### config.mk
export PLATFORM = sky130hd
export DESIGN_NAME = traffic_phase_sequencer
export DESIGN_NICKNAME = d
export VERILOG_FILES = /design/src/rtl/traffic_phase_sequencer.sv
export SDC_FILE = /design/constraint.sdc
export NUM_CORES = 1
export LEC_CHECK = 0
export ABC_AREA = 1
export ABC_CLOCK_PERIOD_IN_PS = 1600
export CAP_MARGIN = 20
export CORE_UTILIZATION = 36
export DETAILED_ROUTE_END_ITERATION = 10
export PLACE_DENSITY = 0.64
export SETUP_SLACK_MARGIN = 0.15
export SLEW_MARGIN = 20
export SYNTH_ARGS = -nofsm -noshare
export SYNTH_HDL_FRONTEND = slang
export SYNTH_SLANG_ARGS = --single-unit
export TNS_END_PERCENT = 1
### constraint.sdc
create_clock -name clk_out -period 1.6 [get_ports clk_out]
set_clock_uncertainty 0.15 [all_clocks]
set_input_delay 0.32 -clock clk_out [delete_from_list [all_inputs] [get_ports clk_out]]
set_output_delay 0.32 -clock clk_out [all_outputs]
set_load 0.02 [all_outputs]
### src/rtl/traffic_phase_sequencer.sv
// Traffic-light phase sequencer: drives lamps, requests each phase interval from a tick timer,
// latches pedestrian requests and falls back to a sticky all-red fault if the timer goes silent.
module traffic_phase_sequencer #(
  parameter logic [7:0] T_MAIN_G = 8'd20,
  parameter logic [7:0] T_SIDE_G = 8'd10,
  parameter logic [7:0] T_PED_G  = 8'd15,
  parameter logic [7:0] T_YELLOW = 8'd4,
  parameter logic [7:0] T_ALLRED = 8'd2,
  parameter logic [6:0] WD_LIMIT = 7'd64
) (
  input  logic       clk_out,
  input  logic       reset,
  input  logic       tmr_expired,
  input  logic       ped_req,
  output logic       tmr_start,
  output logic [7:0] tmr_load,
  output logic [2:0] main_light,
  output logic [2:0] side_light,
  output logic       ped_walk,
  output logic [2:0] phase,
  output logic       fault
);

  typedef enum logic [2:0] {
    StBoot  = 3'd0,
    StAr1   = 3'd1,
    StMg    = 3'd2,
    StMy    = 3'd3,
    StAr2   = 3'd4,
    StSg    = 3'd5,
    StSy    = 3'd6,
    StFault = 3'd7
  } state_e;

  localparam logic [2:0] LampRed    = 3'b100;
  localparam logic [2:0] LampYellow = 3'b010;
  localparam logic [2:0] LampGreen  = 3'b001;

  state_e     state_q, state_d;
  logic [6:0] wd_q, wd_d;
  logic       pend_q, pend_d;
  logic       start_q, start_d;
  logic [7:0] load_q, load_d;
  logic [2:0] main_q, main_d;
  logic [2:0] side_q, side_d;
  logic       walk_q, walk_d;
  logic       fault_q, fault_d;

  logic qual_exp;
  logic timed;
  logic entry;
  logic serve;

  // An expiry arriving in the same cycle as our start pulse belongs to the previous interval.
  assign qual_exp = tmr_expired & ~start_q;
  assign timed    = (state_q != StBoot) && (state_q != StFault);
  assign entry    = (state_d != state_q) && (state_d != StFault);
  assign serve    = pend_q | ped_req;

  // State and output registers
  always_ff @(posedge clk_out or negedge reset) begin
    if (!reset) begin
      state_q <= StBoot;
      wd_q    <= '0;
      pend_q  <= 1'b0;
      start_q <= 1'b0;
      load_q  <= '0;
      main_q  <= LampRed;
      side_q  <= LampRed;
      walk_q  <= 1'b0;
      fault_q <= 1'b0;
    end else begin
      state_q <= state_d;
      wd_q    <= wd_d;
      pend_q  <= pend_d;
      start_q <= start_d;
      load_q  <= load_d;
      main_q  <= main_d;
      side_q  <= side_d;
      walk_q  <= walk_d;
      fault_q <= fault_d;
    end
  end

  // Next-state, watchdog and pedestrian latch
  always_comb begin
    state_d = state_q;
    unique case (state_q)
      StBoot:  state_d = StAr1;
      StAr1:   if (qual_exp) state_d = StMg;
      StMg:    if (qual_exp) state_d = StMy;
      StMy:    if (qual_exp) state_d = StAr2;
      StAr2:   if (qual_exp) state_d = StSg;
      StSg:    if (qual_exp) state_d = StSy;
      StSy:    if (qual_exp) state_d = StAr1;
      default: state_d = StFault;
    endcase
    if (timed && !qual_exp && (wd_q >= WD_LIMIT)) state_d = StFault;

    wd_d = wd_q;
    if (entry) begin
      wd_d = '0;
    end else if (timed && (state_d == state_q)) begin
      wd_d = wd_q + 7'd1;
    end

    pend_d = (entry && (state_d == StSg)) ? 1'b0 : serve;
  end

  // Registered output values for the state being entered
  always_comb begin
    main_d  = LampRed;
    side_d  = LampRed;
    unique case (state_d)
      StMg:    main_d = LampGreen;
      StMy:    main_d = LampYellow;
      StSg:    side_d = LampGreen;
      StSy:    side_d = LampYellow;
      default: ;
    endcase

    start_d = entry;
    load_d  = load_q;
    walk_d  = (state_d == StSg) ? walk_q : 1'b0;
    if (entry) begin
      unique case (state_d)
        StAr1, StAr2: load_d = T_ALLRED;
        StMg:         load_d = T_MAIN_G;
        StMy, StSy:   load_d = T_YELLOW;
        StSg: begin
          load_d = serve ? T_PED_G : T_SIDE_G;
          walk_d = serve;
        end
        default: ;
      endcase
    end

    fault_d = (state_d == StFault);
  end

  assign tmr_start  = start_q;
  assign tmr_load   = load_q;
  assign main_light = main_q;
  assign side_light = side_q;
  assign ped_walk   = walk_q;
  assign phase      = state_q;
  assign fault      = fault_q;

endmodule

==> results by group, run 1 <==
Synth
  • Most numerous cell in the Yosys netlist: nand2_1
  • Seq/Total Area, Yosys: 0.473
  • Ys Warns: 0
  • Post-Syn Instances: 170
  • Seq cells post-synth: 25
  • Avg Cell Area, Syn: 7.81 um^2
  • Area contributors post-synth: dfrtp_1 (43%), nand2_1 (15%), nand3_1 (8.3%)
  • Yosys top cell area share: 0.434
  • Main flop type after synthesis: dfrtp_1
  • Post-Syn Area: 0.00133 mm^2
  • Post-synth cell types: 23
  • Commonest cells in the netlist: nand2_1 (52), dfrtp_1 (23), nand3_1 (22)
  • Share of flip-flops with an asynchronous set or reset: 1.00
  • Post-synth EDFFs: 0
  • Synth area leader: dfrtp_1

Drt
  • Vias per Instance: 4.63
  • Drt pass-1 iters: 4
  • DRT antenna net count: 0
  • Vias: 1205
  • Post-DR wirelength/cell: 10.9 um
  • # DRC: 0
  • DRT Wirelength: 2830 um
  • Iteration-0 DRC Markers: 24

Floorplanning
  • # rows: 21
  • CORE AREA: 0.00344 mm^2
  • Die width: 62.7 um
  • I/O pin total: 24
  • Initial core utilization: 0.386
  • DIE AREA: 0.00393 mm^2
  • DIE HEIGHT: 62.7 um

STA
  • Total Neg Setup Slack: -0.983 ns
  • Min cycle time layout: 1.70 ns
  • RSZ-0062 raised after global routing: yes
  • Final setup violation count: 14
  • Slew Limit Fails: 0
  • FMAX: 588 MHz
  • Crit share post-route: 1.06
  • Final Hold Viols: 0
  • Setup ws final: -0.100 ns

Worst setup path
  • Critical Path End Type: register
  • Critical path class: reg2reg
  • CP dominant cell by count: nand2_2
  • Critical Path Fanout Max: 8
  • Crit-path slowest cell: dfrtp_2
  • Delay of the slowest critical-path stage: 0.49 ns
  • Startpoint Class: register
  • Worst EP arrival: 1.74 ns
  • Crit path required time: 1.64 ns
  • CP Cell Sequence: nand2_2, nand2_1, nand2_2, nand2_4, nand2_4, nand2_2, nand2_2, nand2_2, nor2_4, nand3_1, o21ai_1

Cells and area
  • Share of layout cells above drive strength 1: 0.374
  • Fill count: 327
  • Finished Layout Cells: 260
  • Diode count: 0
  • Final layout net count: 220
  • Area Growth Syn to Fin: 38.7%

Pwr
  • PwrDens: 2020 mW/mm^2
  • Peak VDD IR: 773 uV
  • Int Pwr: 2.00 mW
  • PnR Total Power: 3.72 mW
  • Switch share: 0.463
  • Comb pwr share: 0.624
  • Static Leak: 0.981 nW
  • Clock share of power: 0.102
  • Reg power frac: 0.274
  • NetSw: 1.72 mW

Global route
  • Largest net degree at the start of global routing: 26
  • Grt ovf: 0
  • GRT Total Usage: 0.155
  • Initial antenna violation count: 0
  • Number of global-route vias before repair: 1237
  • First-pass GRT wire length: 4970 um

Place
  • Worst slack, placed: -0.589 ns
  • DP HPWL: 2220 um
  • GPL Wtd Cong: 0.843
  • Placed cells: 255
  • Buffers on Ports: 20

Clock network
  • Cts bufs inserted: 3
  • CTS max path bufs: 2
  • CTS tree: done
  • Worst-path clk slew: 0.09 ns
  • Clk sinks: 25
  • Clk Latency, worst-skew pair: 0.27 ns
  • Root Driver: clkbuf_8
  • # H-tree levels: 1

Job
  • Max_cap viols: 0

Min path
  • Hold Crit Class: in2async

Outcome
  • Status: finished with violations
  • Failing checks: negative setup slack
## cells in the final DEF (no fill, tap or decap), types with 2 or more instances in the layout
master,Yosys,layout
nand2_4,1,3
nor2_1,12,8
conb_1,1,3
o21ai_1,1,2
nand2_2,7,15
buf_6,1,3
clkdlybuf4s50_1,0,2
dfrtp_2,0,4
inv_1,18,14
nand2_1,52,42
dfrtp_1,23,19
nand4_1,3,3
dlygate4sd2_1,0,6
nand3_1,22,19
clkdlybuf4s15_1,0,6
o21ai_2,0,2
dfstp_2,2,2
nor3_1,2,2
buf_2,0,4
nor2_4,2,3
nor2_2,2,5
xor2_1,3,3
nand3b_1,2,2
buf_4,5,21
clkbuf_8,0,3
nand3_2,1,4
inv_2,4,7
## layout make-up
type                       instances  area, um^2  area share
tap                               46        57.6      0.0312
clock buffer                       3        41.3      0.0224
inverter                          22        85.1      0.0462
multi-input combinational        119         648       0.352
sequential                        25         633       0.344
timing repair buffer              44         369       0.200
clock inverter                     1        7.51     0.00408
## worst max-delay path, delay by kind of cell (launching register included)
| family | cells | cell delay [ns] |
|---|---|---|
| simple gates | 10 | 0.89 |
| compound gates | 1 | 0.09 |
| flops | 1 | 0.49 |
## routing by layer
metal  vias to the layer above  wire (um)  global-route usage
li1                        616          -                   -
met3                         6         91              0.0292
met2                        29       1360               0.269
met5                         -          0                   0
met1                       554       1330               0.188
met4                         0         52              0.0640
## worst paths after layout
kind                                   from       endpoint  slack (ns)  cells past startpoint
worst max-delay path               phase[1]        wd_q[3]       -0.10                     11
worst min-delay path                  reset       phase[1]        0.25                      2
worst max register to register     phase[1]        wd_q[3]       -0.10                     11
worst min register to register  tmr_load[0]    tmr_load[0]        0.33                      2
max in group asynchronous             reset  main_light[2]        0.82                      2
min in group clk_out            tmr_load[0]    tmr_load[0]        0.33                      2
## flip-flops by register name (all words and copies together), names as in the netlist
signal,cells
fault,1
main_light,3
ped_walk,1
pend_q,1
phase,3
side_light,3
tmr_load,5
tmr_start,1
wd_q,7
## what timing repair did
item,4_1_cts,5_1_grt
endpoints found under the hold margin,0,0
setup buffers,1,0
resized for setup,44,24
hold buffers,0,0
pin swaps,4,4
endpoints found under the setup margin,42,32
## through the flow
step	utilization	instance area, um^2	hold WS (ns)
floorplan	-	1360	-0.126
global placement	0.510	1760	0.304
detailed placement	0.510	1760	0.310
CTS	0.527	1810	0.259
global route	0.535	1840	0.259
finish	0.535	1840	0.252
## power groups by stage
stage	registers (mW)	clock network [mW]	logic, mW
floorplan	1.21	0	1.17
global placement	1.01	0	2.27
detailed placement	1.02	0	2.30
CTS	1.01	0.387	2.25
global route	1.04	0.417	2.56
finish	1.02	0.380	2.32
## cells by family after synthesis
kind of cell | share of synthesized area
and+or+nand+nor | 0.377
buffers and inverters | 0.0990
DFF | 0.473
AOI/OAI and AO/OA | 0.0188
xor gates and xnor gates | 0.0198
adders and majority gates | 0.00942
other | 0.00282
Power figures use the tool's default switching activity.
==> run 2, diff against run 1 <==
--- a/config.mk
+++ b/config.mk
@@ -10,7 +10,8 @@
 export CAP_MARGIN = 20
 export CORE_UTILIZATION = 36
 export DETAILED_ROUTE_END_ITERATION = 10
-export PLACE_DENSITY = 0.64
+export DONT_BUFFER_PORTS = 1
+export PLACE_DENSITY = 0.55
 export SETUP_SLACK_MARGIN = 0.15
 export SLEW_MARGIN = 20
 export SYNTH_ARGS = -nofsm -noshare
==> results by group, run 2 (synthesized netlist as in run 1, its figures left out) <==
Cells and area
  • Area of the multi-input gates: 706 um^2 (+8.9%)
  • Sequential standard cell area: 633 um^2 (unchanged)
  • Diode count: 0 (unchanged)
  • Biggest register: wd_q
  • Final layout net count: 212 (-3.6%)
  • Share of layout cells above drive strength 1: 0.427 (+0.0534)
  • Finished Layout Cells: 252 (-3.1%)
  • Most frequent cells in the layout: nand2_1 (39), buf_4 (29), dfrtp_1 (19), nand3_1 (18), inv_1 (14)
  • Max reg flops: 7 (unchanged)
  • Design Area, Final: 0.00184 mm^2 (-0.20%)
  • Area Growth Syn to Fin: 38.5%
  • Final core occ: 0.534 (-0.00109)
  • Most common cell after layout, fill and taps aside: nand2_1
  • Fill count: 335 (+2.4%)

Worst setup path
  • Critical Path Fanout Max: 7 (-1)
  • Crit-path slowest cell: dfrtp_2
  • Critical path class: reg2reg
  • Flop-to-flop setup slack: -0.13 ns (-0.03 ns)
  • Delay of the slowest critical-path stage: 0.46 ns (-0.03 ns)
  • Crit-path leading delay family: simple AND/OR/NAND/NOR gates
  • Crit path required time: 1.63 ns (about the same)
  • Startpoint Class: register
  • Worst EP arrival: 1.75 ns (about the same)
  • Critical Path End Type: register
  • Buf/Inv on CP: 1 (+1)
  • CP Cell Sequence: inv_4, o21ai_1, nand2_2, nand2_8, nand2_4, nand2_1, nand2_2, nand2_2, nor2_4, nor2_2, nand2_1, nand2_1

Global route
  • GRT Total Usage: 0.190 (+0.0344)
  • Largest net degree at the start of global routing: 26 (unchanged)
  • Initial antenna violation count: 0 (unchanged)
  • Grt ovf: 0 (unchanged)
  • First-pass GRT wire length: 5700 um (+15%)
  • Number of global-route vias before repair: 1241 (+0.32%)

Floorplanning
  • Die width: 62.7 um (unchanged)
  • # rows: 21 (unchanged)
  • CORE AREA: 0.00344 mm^2 (unchanged)
  • Initial core utilization: 0.386 (unchanged)
  • DIE AREA: 0.00393 mm^2 (unchanged)
  • DIE HEIGHT: 62.7 um (unchanged)
  • I/O pin total: 24 (unchanged)

Pwr
  • Static Leak: 0.951 nW (-3.0%)
  • Int Pwr: 2.09 mW (+4.4%)
  • NetSw: 1.91 mW (+11%)
  • Clock share of power: 0.097 (-0.005)
  • Reg power frac: 0.299 (+0.025)
  • Peak VDD IR: 871 uV (+13%)
  • Switch share: 0.477 (+0.0145)
  • Comb pwr share: 0.604 (-0.020)
  • PwrDens: 2170 mW/mm^2 (+7.6%)

STA
  • Slew Limit Fails: 0 (unchanged)
  • FMAX: 580 MHz (-1.5%)
  • Final Hold Viols: 0 (unchanged)
  • RSZ-0062 raised after global routing: yes
  • Crit share post-route: 1.08 (+0.0159)
  • Min cycle time layout: 1.73 ns (+0.0254 ns)
  • Setup ws final: -0.126 ns (-0.0254 ns)
  • Final setup violation count: 14 (unchanged)

Drt
  • DRT antenna net count: 0 (unchanged)
  • Drt pass-1 iters: 4 (unchanged)
  • Iteration-0 DRC Markers: 44 (+83%)
  • # DRC: 0 (unchanged)
  • DRT Wirelength: 3310 um (+17%)
  • Vias per Instance: 4.79 (+3.3%)
  • Post-DR wirelength/cell: 13.1 um (+21%)
  • Vias: 1206 (+0.083%)

Place
  • DP HPWL: 2300 um (+3.5%)
  • Post-DP Area: 0.00157 mm^2 (-10%)
  • Buffers on Ports: 0 (-100%)
  • GPL Wtd Cong: 0.826 (-2.0%)
  • Placed cells: 239 (-6.3%)

Clock network
  • Worst-path clk slew: 0.09 ns (about the same)
  • Clk Latency, worst-skew pair: 0.27 ns (about the same)
  • CTS max path bufs: 2 (unchanged)
  • Clk sinks: 25 (unchanged)
  • Cts bufs inserted: 3 (unchanged)
  • Root Driver: clkbuf_8
  • CTS tree: done
  • # H-tree levels: 1 (unchanged)

Min path
  • Hold Crit Class: in2reg

Outcome
  • Failing checks: negative setup slack
  • Status: finished with violations

Job
  • Max_cap viols: 0 (unchanged)
run 2: final timing paths:
path | from | end | depth (start not counted)
worst min register to register | pend_q | pend_q | 2
worst min-delay path | ped_req | pend_q | 2
max in group asynchronous | reset | main_light[2] | 2
min in group asynchronous | reset | tmr_load[4] | 2
worst max register to register | phase[0] | tmr_load[2] | 12
worst max-delay path | phase[0] | tmr_load[2] | 12
run 2: through the flow:
| step | hold WS [ns] | power, mW | worst slack [ns] | TNS (ns) |
|---|---|---|---|---|
| 4_1_cts | 0.0439 | 3.90 | -0.0956 | -1.02 |
| 3_5_place_dp | -0.125 | 3.10 | -0.169 | -1.94 |
| 3_3_place_gp | -0.125 | 3.05 | -0.154 | -1.50 |
| 5_1_grt | 0.0418 | 4.29 | -0.250 | -3.01 |
| 6_report | 0.0522 | 3.99 | -0.126 | -1.21 |
| 2_1_floorplan | -0.126 | 2.37 | -0.118 | -1.16 |
run 2: power groups by stage:
stage	Clock [mW]	Combinational (mW)	Sequential [mW]
after global placement	0	1.84	1.21
after detailed placement	0	1.88	1.22
after floorplan	0	1.17	1.21
final	0.388	2.41	1.20
after global routing	0.436	2.64	1.22
after CTS	0.410	2.30	1.19
run 2: timing repair:
item,4_1_cts,5_1_grt
hold endpoints to repair,25,0
endpoints found under the setup margin,22,25
setup buffers,7,0
resized for setup,29,11
hold buffers,2,0
pin swaps,17,5
run 2: per-layer routing:
metal / GRT usage / up-vias / wire [um]
met1: 0.206 / 567 / 1410
met2: 0.337 / 28 / 1720
li1: - / 604 / -
met5: 0 / - / 0
met4: 0.0843 / 0 / 54
met3: 0.0584 / 7 / 127
run 2: final cells by class:
type,instances,area share
clock inverter,1,0.00408
sequential,25,0.344
timing repair buffer,36,0.167
clock buffer,3,0.0225
multi-input combinational,119,0.384
inverter,22,0.0463
tap,46,0.0313
==> run 3, diff against run 2 <==
--- a/config.mk
+++ b/config.mk
@@ -8,10 +8,13 @@
 export ABC_AREA = 1
 export ABC_CLOCK_PERIOD_IN_PS = 1600
 export CAP_MARGIN = 20
+export CELL_PAD_IN_SITES_DETAIL_PLACEMENT = 1
+export CELL_PAD_IN_SITES_GLOBAL_PLACEMENT = 1
 export CORE_UTILIZATION = 36
 export DETAILED_ROUTE_END_ITERATION = 10
 export DONT_BUFFER_PORTS = 1
-export PLACE_DENSITY = 0.55
+export GPL_TIMING_DRIVEN = 0
+export PLACE_DENSITY = 0.7
 export SETUP_SLACK_MARGIN = 0.15
 export SLEW_MARGIN = 20
 export SYNTH_ARGS = -nofsm -noshare
==> results by group, run 3 (synthesized netlist as in run 1, its figures left out) <==
Pwr
  • Clock share of power: 0.096 (about the same)
  • PnR Total Power: 4.01 mW (+0.26%)
  • Int Pwr: 1.96 mW (-6.0%)
  • Switch share: 0.510 (+0.0327)
  • Comb pwr share: 0.590 (-0.014)
  • Reg power frac: 0.314 (+0.015)
  • Peak VDD IR: 662 uV (-24%)
  • Static Leak: 0.924 nW (-2.8%)
  • PwrDens: 2200 mW/mm^2 (+1.4%)
  • NetSw: 2.04 mW (+7.1%)

Worst setup path
  • Critical path class: reg2reg
  • Worst EP arrival: 1.93 ns (+0.18 ns)
  • Startpoint Class: register
  • Crit path required time: 1.61 ns (-0.02 ns)
  • Critical Path Fanout Max: 8 (+1)
  • Critical Path End Type: register
  • Reg2reg path depth: 11 (-1)

Floorplanning
  • I/O pin total: 24 (unchanged)
  • CORE AREA: 0.00344 mm^2 (unchanged)
  • Initial core utilization: 0.386 (unchanged)
  • Die width: 62.7 um (unchanged)
  • DIE HEIGHT: 62.7 um (unchanged)
  • DIE AREA: 0.00393 mm^2 (unchanged)
  • # rows: 21 (unchanged)

Global route
  • Largest net degree at the start of global routing: 26 (unchanged)
  • M3 GR Usage: 0.0383 (-0.0201)
  • Grt ovf: 0 (unchanged)
  • Top Usage Layer GRT: met2
  • First-pass GRT wire length: 5800 um (+1.8%)
  • Global-route met1 utilization: 0.226 (+0.0201)
  • Initial antenna violation count: 0 (unchanged)
  • GRT Total Usage: 0.188 (-0.00153)
  • Number of global-route vias before repair: 1231 (-0.81%)
  • Routing usage on met2: 0.342 (+0.00543)

Place
  • GPL Wtd Cong: 0.788 (-4.6%)
  • Placed cells: 218 (-8.8%)
  • Buffers on Ports: 0 (unchanged)
  • DP HPWL: 2380 um (+3.6%)

Outcome
  • Failing checks: negative setup slack
  • Status: finished with violations

Drt
  • Vias per Instance: 4.99 (+4.3%)
  • DRT antenna net count: 0 (unchanged)
  • DRT Wirelength: 3820 um (+15%)
  • Drt pass-1 iters: 4 (unchanged)
  • Iteration-0 DRC Markers: 51 (+16%)
  • Vias: 1213 (+0.58%)
  • # DRC: 0 (unchanged)
  • Post-DR wirelength/cell: 15.7 um (+20%)

Clock network
  • # H-tree levels: 1 (unchanged)
  • CTS tree: done
  • CTS max path bufs: 2 (unchanged)
  • Root Driver: clkbuf_8
  • Clk Latency, worst-skew pair: 0.27 ns (about the same)
  • Worst-path clk slew: 0.09 ns (about the same)
  • Clk sinks: 25 (unchanged)
  • Cts bufs inserted: 3 (unchanged)

Min path
  • Hold Crit Class: in2reg
  • Hold path depth: 2 (unchanged)

STA
  • Final setup violation count: 22 (+8)
  • Min cycle time layout: 1.91 ns (+0.188 ns)
  • Final Hold Viols: 0 (unchanged)
  • Crit share post-route: 1.20 (+0.118)
  • FMAX: 522 MHz (-9.8%)
  • Slew Limit Fails: 0 (unchanged)
  • RSZ-0062 raised after global routing: yes
  • Setup ws final: -0.314 ns (-0.188 ns)

Cells and area
  • Final layout net count: 203 (-4.2%)
  • Diode count: 0 (unchanged)
  • Share of layout cells above drive strength 1: 0.442 (+0.0144)
  • Sequential standard cell area: 633 um^2 (unchanged)
  • Biggest register: wd_q
  • Area Growth Syn to Fin: 36.9%
  • Area of the multi-input gates: 754 um^2 (+6.9%)
  • Max reg flops: 7 (unchanged)
  • Most common cell after layout, fill and taps aside: nand2_1
  • Finished Layout Cells: 243 (-3.6%)
  • Final core occ: 0.528 (-0.00618)
  • Most frequent cells in the layout: nand2_1 (35), buf_4 (20), dfrtp_1 (19), nand3_1 (14), inv_1 (14)
  • Fill count: 417 (+24%)

Job
  • Max_cap viols: 0 (unchanged)
==> run 3: cell count changes in the layout (fill, tap and decap cells not counted), sizes merged <==
cell / change
buf: -9
==> run 3: final timing paths <==
path	slack, ns	end	start
min in group asynchronous	0.32	phase[0]	reset
max	-0.31	tmr_load[4]	phase[2]
max reg2reg	-0.31	tmr_load[4]	phase[2]
min	0.07	pend_q	ped_req
max in group asynchronous	0.75	main_light[2]	reset
min reg2reg	0.36	pend_q	pend_q
==> run 3: power by group through the flow <==
stage	clock (mW)	sequential (mW)	combinational [mW]
after floorplan	0	1.21	1.17
after global placement	0	1.24	1.43
after detailed placement	0	1.26	1.48
after CTS	0.397	1.26	1.82
after global routing	0.416	1.28	2.60
final	0.385	1.26	2.36
==> run 3: stage by stage <==
stage	hold slack [ns]	setup WS [ns]	instance area, um^2	setup TNS [ns]
6_report	0.0682	-0.314	1820	-4.43
5_1_grt	0.0827	-0.426	1820	-6.41
4_1_cts	0.0849	-0.252	1620	-3.18
3_5_place_dp	-0.125	-0.395	1420	-5.63
3_3_place_gp	-0.125	-0.339	1420	-4.35
2_1_floorplan	-0.126	-0.118	1360	-1.16
==> run 3: layout make-up <==
class	count	area share
flip-flops and latches	25	0.348
clock inverters	1	0.00413
multi-input cells	119	0.415
repair buffers	21	0.0957
clock buffers	3	0.0227
plain buffers	6	0.0310
inverters	22	0.0510
well taps	46	0.0317
==> run 3: per-layer routing <==
metal  share of wire  wire [um]
met3           0.018         69
met5               0          0
met1            0.42       1600
met4           0.019         74
met2            0.54       2070
==> run 3: what timing repair did <==
item | 4_1_cts | 5_1_grt
hold buffers | 2 | 0
pin swaps | 12 | 17
hold endpoints to repair | 25 | 0
endpoints found under the setup margin | 24 | 23
gates resized for setup | 23 | 29
buffers inserted | 6 | 12
cloned | 0 | 1
==> run 3: worst max-delay path, cell delays in order (launching register included) <==
cell and delay, ns:
dfrtp_2 0.57, nand2_2 0.10, nand2_1 0.10, nand2_2 0.07
nand2_4 0.15, nand2_4 0.08, buf_4 0.14, nand3_2 0.09
buf_6 0.14, nand2_4 0.08, nand2_1 0.08, nand2_1 0.06
